==> src/rtl/mem_arb_pkg.sv <==
// mem_arb_pkg: shared FSM state and owner encodings for the memory port arbiter
package mem_arb_pkg;
    typedef enum logic [1:0] {ARB_IDLE, ARB_ISSUE, ARB_WAIT} arb_state_t;
    typedef enum logic {OWN_IF, OWN_LS} arb_owner_t;
endpackage

==> src/rtl/arb_prio_pick.sv <==
// arb_prio_pick: LS-priority winner selection with an IF anti-starvation streak limit
module arb_prio_pick #(
    parameter int MAX_LS_STREAK = 4
) (
    input  logic clk,
    input  logic reset,
    input  logic if_req,
    input  logic ls_req,
    input  logic pick_en,
    output logic win_if,
    output logic win_ls
);
    localparam int SW = $clog2(MAX_LS_STREAK + 1);
    localparam logic [SW-1:0] MAX_S = SW'(MAX_LS_STREAK);
    logic [SW-1:0] streak_q, streak_d;
    always_comb begin
        win_ls   = pick_en && ls_req && !(if_req && streak_q == MAX_S);
        win_if   = pick_en && if_req && !win_ls;
        streak_d = (win_if || (pick_en && !if_req)) ? '0
                 : (win_ls && streak_q != MAX_S) ? streak_q + SW'(1) : streak_q;
    end
    always_ff @(posedge clk) begin
        if (!reset) streak_q <= '0;
        else        streak_q <= streak_d;
    end
endmodule

==> src/rtl/mem_port_arbiter.sv <==
// mem_port_arbiter: shares one memory port between fetch and load/store, one transaction in flight
module mem_port_arbiter
    import mem_arb_pkg::*;
#(
    parameter int AW            = 32,
    parameter int DW            = 32,
    parameter int MAX_LS_STREAK = 4
) (
    input  logic            clk,
    input  logic            reset,
    input  logic            if_req,
    input  logic [AW-1:0]   if_addr,
    output logic            if_gnt,
    output logic            if_rvalid,
    output logic [DW-1:0]   if_rdata,
    input  logic            ls_req,
    input  logic            ls_we,
    input  logic [DW/8-1:0] ls_be,
    input  logic [AW-1:0]   ls_addr,
    input  logic [DW-1:0]   ls_wdata,
    output logic            ls_gnt,
    output logic            ls_rvalid,
    output logic [DW-1:0]   ls_rdata,
    output logic            mem_req,
    output logic            mem_we,
    output logic [DW/8-1:0] mem_be,
    output logic [AW-1:0]   mem_addr,
    output logic [DW-1:0]   mem_wdata,
    input  logic            mem_gnt,
    input  logic            mem_rvalid,
    input  logic [DW-1:0]   mem_rdata,
    output logic            busy
);
    arb_state_t      state_q, state_d;
    arb_owner_t      owner_q, owner_d;
    logic            mem_we_q, mem_we_d;
    logic [DW/8-1:0] mem_be_q, mem_be_d;
    logic [AW-1:0]   mem_addr_q, mem_addr_d;
    logic [DW-1:0]   mem_wdata_q, mem_wdata_d;
    logic            pick_en, win_if, win_ls, rsp;

    arb_prio_pick #(.MAX_LS_STREAK(MAX_LS_STREAK)) u_pick (
        .clk     (clk),
        .reset   (reset),
        .if_req  (if_req),
        .ls_req  (ls_req),
        .pick_en (pick_en),
        .win_if  (win_if),
        .win_ls  (win_ls)
    );

    always_comb begin
        pick_en     = reset && state_q == ARB_IDLE;
        rsp         = reset && state_q == ARB_WAIT && mem_rvalid;
        state_d     = (win_if || win_ls) ? ARB_ISSUE
                    : (state_q == ARB_ISSUE && mem_gnt) ? ARB_WAIT
                    : rsp ? ARB_IDLE : state_q;
        owner_d     = win_ls ? OWN_LS : win_if ? OWN_IF : owner_q;
        mem_we_d    = win_ls ? ls_we : win_if ? 1'b0 : mem_we_q;
        mem_be_d    = win_ls ? ls_be : win_if ? '1 : mem_be_q;
        mem_addr_d  = win_ls ? ls_addr : win_if ? if_addr : mem_addr_q;
        mem_wdata_d = win_ls ? ls_wdata : win_if ? '0 : mem_wdata_q;
    end

    always_ff @(posedge clk) begin
        if (!reset) begin
            state_q     <= ARB_IDLE;
            owner_q     <= OWN_IF;
            mem_we_q    <= 1'b0;
            mem_be_q    <= '0;
            mem_addr_q  <= '0;
            mem_wdata_q <= '0;
        end else begin
            state_q     <= state_d;
            owner_q     <= owner_d;
            mem_we_q    <= mem_we_d;
            mem_be_q    <= mem_be_d;
            mem_addr_q  <= mem_addr_d;
            mem_wdata_q <= mem_wdata_d;
        end
    end

    assign if_gnt    = win_if;
    assign ls_gnt    = win_ls;
    assign if_rvalid = rsp && owner_q == OWN_IF;
    assign ls_rvalid = rsp && owner_q == OWN_LS;
    assign if_rdata  = mem_rdata;
    assign ls_rdata  = mem_rdata;
    assign mem_req   = state_q == ARB_ISSUE;
    assign mem_we    = mem_we_q;
    assign mem_be    = mem_be_q;
    assign mem_addr  = mem_addr_q;
    assign mem_wdata = mem_wdata_q;
    assign busy      = state_q != ARB_IDLE;
endmodule
==> config.mk <==
export PLATFORM = sky130hd
export DESIGN_NAME = mem_port_arbiter
export DESIGN_NICKNAME = d
export VERILOG_FILES = /design/src/rtl/mem_arb_pkg.sv /design/src/rtl/arb_prio_pick.sv /design/src/rtl/mem_port_arbiter.sv
export SDC_FILE = /design/constraint.sdc
export NUM_CORES = 1
export LEC_CHECK = 0
export ABC_AREA = 1
export CAP_MARGIN = 20
export CORE_ASPECT_RATIO = 0.9
export CORE_MARGIN = 3
export CORE_UTILIZATION = 30
export CTS_CLUSTER_DIAMETER = 30
export DETAILED_ROUTE_END_ITERATION = 8
export PLACE_DENSITY = 0.81
export SYNTH_ARGS = -nofsm -noshare
export SYNTH_HDL_FRONTEND = slang
export SYNTH_SLANG_ARGS = --single-unit
==> constraint.sdc <==
create_clock -name clk -period 1.75 [get_ports clk]
set_input_delay 0.4375 -clock clk [delete_from_list [all_inputs] [get_ports clk]]
set_output_delay 0.4375 -clock clk [all_outputs]
set_load 0.01 [all_outputs]
==> impl_metrics.csv, run 1 <==
group,metric,value,unit
die,fp.coreArea,12800,um^2
sta,hold_violations,0,
sta,layout_setup_ws,-29.7,ps
die,rows,39,
worst_setup_path,path_buf_inv,4,
placement,placed_area,5650,um^2
global_routing,grt_max_degree,36,
clock_network,cts_root_buf,"clkbuf_16",
placement,dpl_worst_slack,-418,ps
yosys,synth_warnings,0,
yosys,synth_nets,727,
clock_network,insertion_delay,340,ps
global_routing,gr-total-overflow,0,
run_status,violations,"setup timing",
sta,setup_violations,1,
sta,max_freq,0.562,GHz
die,num_io_pins,278,
finish,drive_gt1_share,11.1,%
global_routing,first_global_vias,3663,
drt,drt-total-wl,11.8,mm
die,start_util,31.0,%
yosys,synthCells,586,
worst_setup_path,critPathLaunch,"u_pick.streak_q[0]",
global_routing,grt_pass1_wl,17.8,mm
sta,slew_violations,0,
drt,vias,3930,
worst_setup_path,path_depth,7,
sta,slew_headroom,76.0,%
clock_network,cts_tree,"done",
drt,drt_iter0_markers,107,
worst_setup_path,crit_chain,"inv_2 -> ha_4 -> buf_6 -> nand3_4 -> inv_4 -> nor2_4 -> buf_6",
worst_setup_path,crit_top_cell,"buf_6",
worst_setup_path,start_kind,"flip-flop",
clock_network,htreeDepth,3,
drt,ant_nets,0,
die,die_y,115,um
clock_network,hold_buffers,0,
sta,fin_crit,1780,ps
sta,rsz0062_at_grt,"true",
finish,areaGrowthSynthToFinish,54.3,%
worst_setup_path,cp-endpoint,"ls_gnt",
worst_setup_path,r2r-start,"state_q[1]",
worst_setup_path,r2r_setup_slack,60,ps
drt,avgRoutedWirePerCell,13.2,um
hold_path,hp-start,"mem_wdata[31]",
sta,tightest_slew,360,ps
placement,dp_hpwl,8.36,mm
clock_network,cts.sinks,75,
worst_setup_path,worstPathRequired,1310,ps
pwr,ir_drop,0.000520,V
pwr,p_per_area,873,nW/um^2
clock_network,clockBufferDepth,2,
pwr,leakagePower,3.02,nW
global_routing,grt_antenna_before_repair,0,
finish,final_core_util,47.8,%
worst_setup_path,cpMaxStageDelayCell,"dfxtp_2",
yosys,ys_seq_area_share,37.7,%
worst_setup_path,cp_data_arrival_time,1340,ps
die,dieWidth,127,um
finish,final_nets,865,
drt,drc,0,
clock_network,clkTransAtPathRegs,60,ps
worst_setup_path,r2r_end,"state_q[1]",
die,fp.dieArea,14700,um^2
finish,nFillCells,1244,
drt,first_pass_iters,5,
finish,fin_area,6140,um^2
placement,placed_cells_incl_taps,864,
placement,place.gp.congestion,0.784,
yosys,synth_cell_type_count,23,
finish,final_cells,893,
hold_path,min_path_type,"flip-flop to flip-flop",
clock_network,cts_inserted_buffers,9,
run_status,status,"finished with violations",
yosys,syn_area,3980,um^2
placement,io_buffers,181,
yosys,avgSynthCellArea,6.79,um^2
worst_setup_path,cp_max_fo,2,
worst_setup_path,critPathMaxStageDelay,340,ps
sta,fin_crit_sh,102,%
sta,clock_skew,7.61,ps
yosys,synth-seq-cells,75,
worst_setup_path,worstRegToRegCells,11,
worst_setup_path,path_class,"flip-flop to primary output",
worst_setup_path,crit_family,"flip-flops",
drt,viasPerCell,4.40,
run,maxCapViolations,0,
global_routing,track_usage,15.4,%
worst_setup_path,cp-end-kind,"primary output",
sta,tns,-29.7,ps
finish,diodes,0,
[cell usage after synthesis]
cell	instances	area [um^2]
a21oi_1	3	15.0
buf_1	3	11.3
buf_2	17	85.1
buf_4	68	510
buf_6	1	11.3
clkbuf_1	4	15.0
clkbuf_2	2	10.0
dfxtp_1	75	1500
ha_1	2	25.0
inv_1	75	282
nand2_1	218	818
nand3_1	34	170
nand3_2	1	10.0
nand3_4	1	17.5
nand3b_1	32	240
nand4_1	2	12.5
nand4_2	1	12.5
nor2_1	15	56.3
nor2_2	1	6.26
nor2_4	1	11.3
nor3b_1	1	7.51
o21ai_0	28	140
xor2_1	1	8.76
[what timing repair did]
item	in CTS	in global routing
resized for setup	33	9
setup buffers	12	1
gates cloned	0	2
setup endpoints to repair	6	40
pin swaps	6	5
[per-layer routing]
| layer | global-route usage, % | vias to the layer above | wire length (um) |
|---|---|---|---|
| li1 | - | 1988 | - |
| met1 | 16.6 | 1723 | 4750 |
| met2 | 26.2 | 195 | 5450 |
| met3 | 7.90 | 24 | 1420 |
| met4 | 5.36 | 0 | 193 |
| met5 | 0 | - | 0 |
[cell families after synthesis]
kind of cell,synth area share (%)
AOI/OAI and AO/OA,3.90
xor gates and xnor gates,0.220
adders and majority gates,0.629
buffers and inverters,23.2
DFF,37.7
and+or+nand+nor,34.3
[cell type report]
type / count / area, um^2 / share of cell area [%]
Clock buffer: 9 / 225 / 3.67
Clock inverter: 7 / 83.8 / 1.37
Inverter: 75 / 284 / 4.63
Multi-Input combinational cell: 341 / 1600 / 26.1
Sequential cell: 75 / 1510 / 24.5
Tap cell: 164 / 205 / 3.34
Timing Repair Buffer: 222 / 2230 / 36.4
[state kept, by name (all words and copies together) (netlist names)]
signal / cells
mem_addr: 32
mem_wdata: 32
mem_be: 4
u_pick.streak_q: 3
state_q: 2
mem_we: 1
owner_q: 1
[metrics by stage]
stage | total power, mW | hold WS [ps]
4_1_cts | 5.43 | 446
3_5_place_dp | 3.42 | 431
5_1_grt | 5.66 | 466
2_1_floorplan | 2.76 | 440
6_report | 5.36 | 444
3_3_place_gp | 3.40 | 427
[power by group]
group	leakage, nW	total [mW]	internal, mW	switching, mW
clock network	0.154	1.93	1.13	0.791
logic	2.25	1.46	0.816	0.647
registers	0.620	1.97	1.88	0.0844
total	3.02	5.36	3.83	1.52
[layout by cell type (no fill, tap or decap), types with 3 or more instances in the layout]
cell type and count:
buf_12 7, nand3_1 32, buf_2 5, inv_1 71, buf_6 5, buf_4 28, nand2_2 3, clkbuf_16 11
nand2_1 215, dfxtp_1 72, nand3b_1 32, inv_2 3, dlygate4sd2_1 4, nor2_1 15, a21oi_1 3, o21ai_0 28
clkdlybuf4s50_1 170, dfxtp_2 3
[how the worst min path moves through the flow]
| stage | slack [ps] | to | depth (start not counted) |
|---|---|---|---|
| floorplan | 440 | owner_q | 2 |
| global placement | 430 | mem_wdata[29] | 2 |
| detailed placement | 430 | mem_wdata[31] | 2 |
| CTS | 450 | mem_wdata[31] | 2 |
| global route | 470 | mem_wdata[27] | 2 |
| finish | 440 | mem_wdata[31] | 2 |
[tightest hold or removal path, delay by kind of cell (launching register included)]
family | cells | cell delay (ps)
DFF | 1 | 310
and+or+nand+nor | 2 | 100
No activity file was read; power rests on OpenSTA's default activity.
==> run 2, diff against run 1 <==
--- a/config.mk
+++ b/config.mk
@@ -10,8 +10,8 @@
 export CORE_ASPECT_RATIO = 0.9
 export CORE_MARGIN = 3
-export CORE_UTILIZATION = 30
+export CORE_UTILIZATION = 36
 export CTS_CLUSTER_DIAMETER = 30
 export DETAILED_ROUTE_END_ITERATION = 8
-export PLACE_DENSITY = 0.81
+export PLACE_DENSITY = 0.92
 export SYNTH_ARGS = -nofsm -noshare
 export SYNTH_HDL_FRONTEND = slang
==> constraint.sdc (replaced) <==
create_clock -name clk -period 1.75 [get_ports clk]
set_input_delay 0.2625 -clock clk [delete_from_list [all_inputs] [get_ports clk]]
set_output_delay 0.2625 -clock clk [all_outputs]
set_load 0.01 [all_outputs]
==> impl_metrics.csv, run 2 (synthesis results as in run 1) <==
group,metric,value,unit
run_status,status,"completed",
finish,final_common_cell,"nand2_1",
pwr,power.share.clock,36.1,%
worst_setup_path,cp_data_arrival_time,1390,ps
die,num_io_pins,278,
pwr,leakagePower,2.92,nW
drt,vias,3895,
worst_setup_path,path_class,"flip-flop to primary output",
pwr,ir_drop,0.000724,V
clock_network,hold_buffers,0,
finish,layout_common_cells,"nand2_1, clkdlybuf4s50_1, inv_1",
worst_setup_path,worstPathRequired,1490,ps
pwr,swShare,28.1,%
clock_network,cts_root_buf,"clkbuf_16",
die,fp.coreArea,10500,um^2
global_routing,track_usage,17.7,%
die,start_util,37.8,%
placement,io_buffers,181,
drt,ant_nets,0,
placement,place.gp.congestion,0.786,
sta,fin_crit_sh,94.5,%
global_routing,grt_max_degree,66,
placement,placed_cells_incl_taps,822,
sta,tightest_slew,418,ps
global_routing,grt_antenna_before_repair,0,
clock_network,cts_inserted_buffers,9,
sta,max_freq,0.605,GHz
drt,drt_iter0_markers,228,
pwr,p_switching,1.48,mW
die,dieWidth,117,um
clock_network,clockBufferDepth,2,
pwr,p_comb_share,26.5,%
hold_path,min_path_type,"input pin to flip-flop",
drt,drc,0,
run,maxCapViolations,0,
finish,final_cells,845,
finish,final_core_util,56.1,%
hold_path,hp-start,"reset",
die,rows,35,
finish,nFillCells,943,
global_routing,first_global_vias,3711,
sta,layout_setup_ws,96.6,ps
placement,placed_area,5510,um^2
drt,avgRoutedWirePerCell,13.5,um
worst_setup_path,start_kind,"flip-flop",
finish,diodes,0,
clock_network,htreeDepth,3,
pwr,p_per_area,893,nW/um^2
pwr,power,5.27,mW
finish,areaGrowthSynthToFinish,48.3,%
placement,dp_hpwl,8.33,mm
sta,slew_headroom,72.1,%
pwr,power_frac_seq,37.4,%
die,fp.dieArea,12300,um^2
drt,first_pass_iters,4,
sta,fin_crit,1650,ps
clock_network,clkTransAtPathRegs,60,ps
sta,hold_violations,0,
pwr,intPower,3.79,mW
worst_setup_path,critPathLaunch,"state_q[1]",
placement,dpl_worst_slack,-241,ps
worst_setup_path,cp_max_fo,4,
global_routing,gr-total-overflow,0,
global_routing,grt_pass1_wl,17.5,mm
finish,drive_gt1_share,9.08,%
worst_setup_path,r2r-start,"u_pick.streak_q[0]",
clock_network,insertion_delay,330,ps
finish,multi_input_area,1590,um^2
finish,regArea,1510,um^2
sta,clock_skew,6.31,ps
drt,drt-total-wl,11.4,mm
worst_setup_path,cp-end-kind,"primary output",
finish,final_nets,852,
clock_network,cts.sinks,75,
clock_network,cts_tree,"done",
sta,slew_violations,0,
sta,setup_violations,0,
die,die_y,106,um
finish,fin_area,5900,um^2
drt,viasPerCell,4.61,
[run 2: cell count changes in the layout (fill, tap and decap cells not counted), sizes merged]
cell,previous run,this run
clkinv,2,3
inv,79,78
buf,45,28
clkdlybuf4s15,0,1
clkdlybuf4s50,170,173
[run 2: power groups by stage]
stage	Combinational (mW)	Clock, mW	Sequential (mW)
2_1_floorplan	0.687	0	2.08
3_3_place_gp	1.36	0	2.00
3_5_place_dp	1.37	0	2.01
4_1_cts	1.39	1.97	1.97
5_1_grt	1.54	2.03	1.99
6_report	1.40	1.90	1.97
[run 2: path summary, 6_finish.rpt]
check | cells after the start | slack [ps] | to
max | 4 | 100 | ls_rvalid
min | 5 | 430 | u_pick.streak_q[0]
max reg2reg | 10 | 140 | mem_addr[24]
min reg2reg | 2 | 450 | mem_wdata[30]
[run 2: worst max-delay path, stage by stage (launching register included)]
cell	delay [ps]
dfxtp_2	350
buf_4	130
nand4_1	150
nor2_2	160
dlygate4sd2_1	270
[run 2: per-layer routing]
metal	GRT usage, %	up-vias	wire length (um)
li1	-	1960	-
met1	19.6	1701	4530
met2	29.5	212	5300
met3	9.41	22	1410
met4	4.83	0	158
met5	0	-	0
[run 2: area by class of cell]
| cell class | instances | share of cell area [%] |
|---|---|---|
| Tap cell | 129 | 2.74 |
| Inverter | 75 | 4.77 |
| Clock buffer | 9 | 3.82 |
| Clock inverter | 7 | 1.42 |
| Timing Repair Buffer | 209 | 34.8 |
| Multi-Input combinational cell | 341 | 26.9 |
| Sequential cell | 75 | 25.5 |
[run 2: stage by stage]
stage / TNS [ps] / hold WS (ps)
finish: 0 / 425
floorplan: 0 / 373
detailed placement: -10780 / 435
global route: -11.1 / 453
global placement: -6880 / 427
CTS: -1580 / 421
[run 2: timing repair]
action                                  CTS  global route
pin swaps                                 3             4
resized for setup                        10            17
buffers inserted                          6             2
endpoints found under the setup margin   39            70
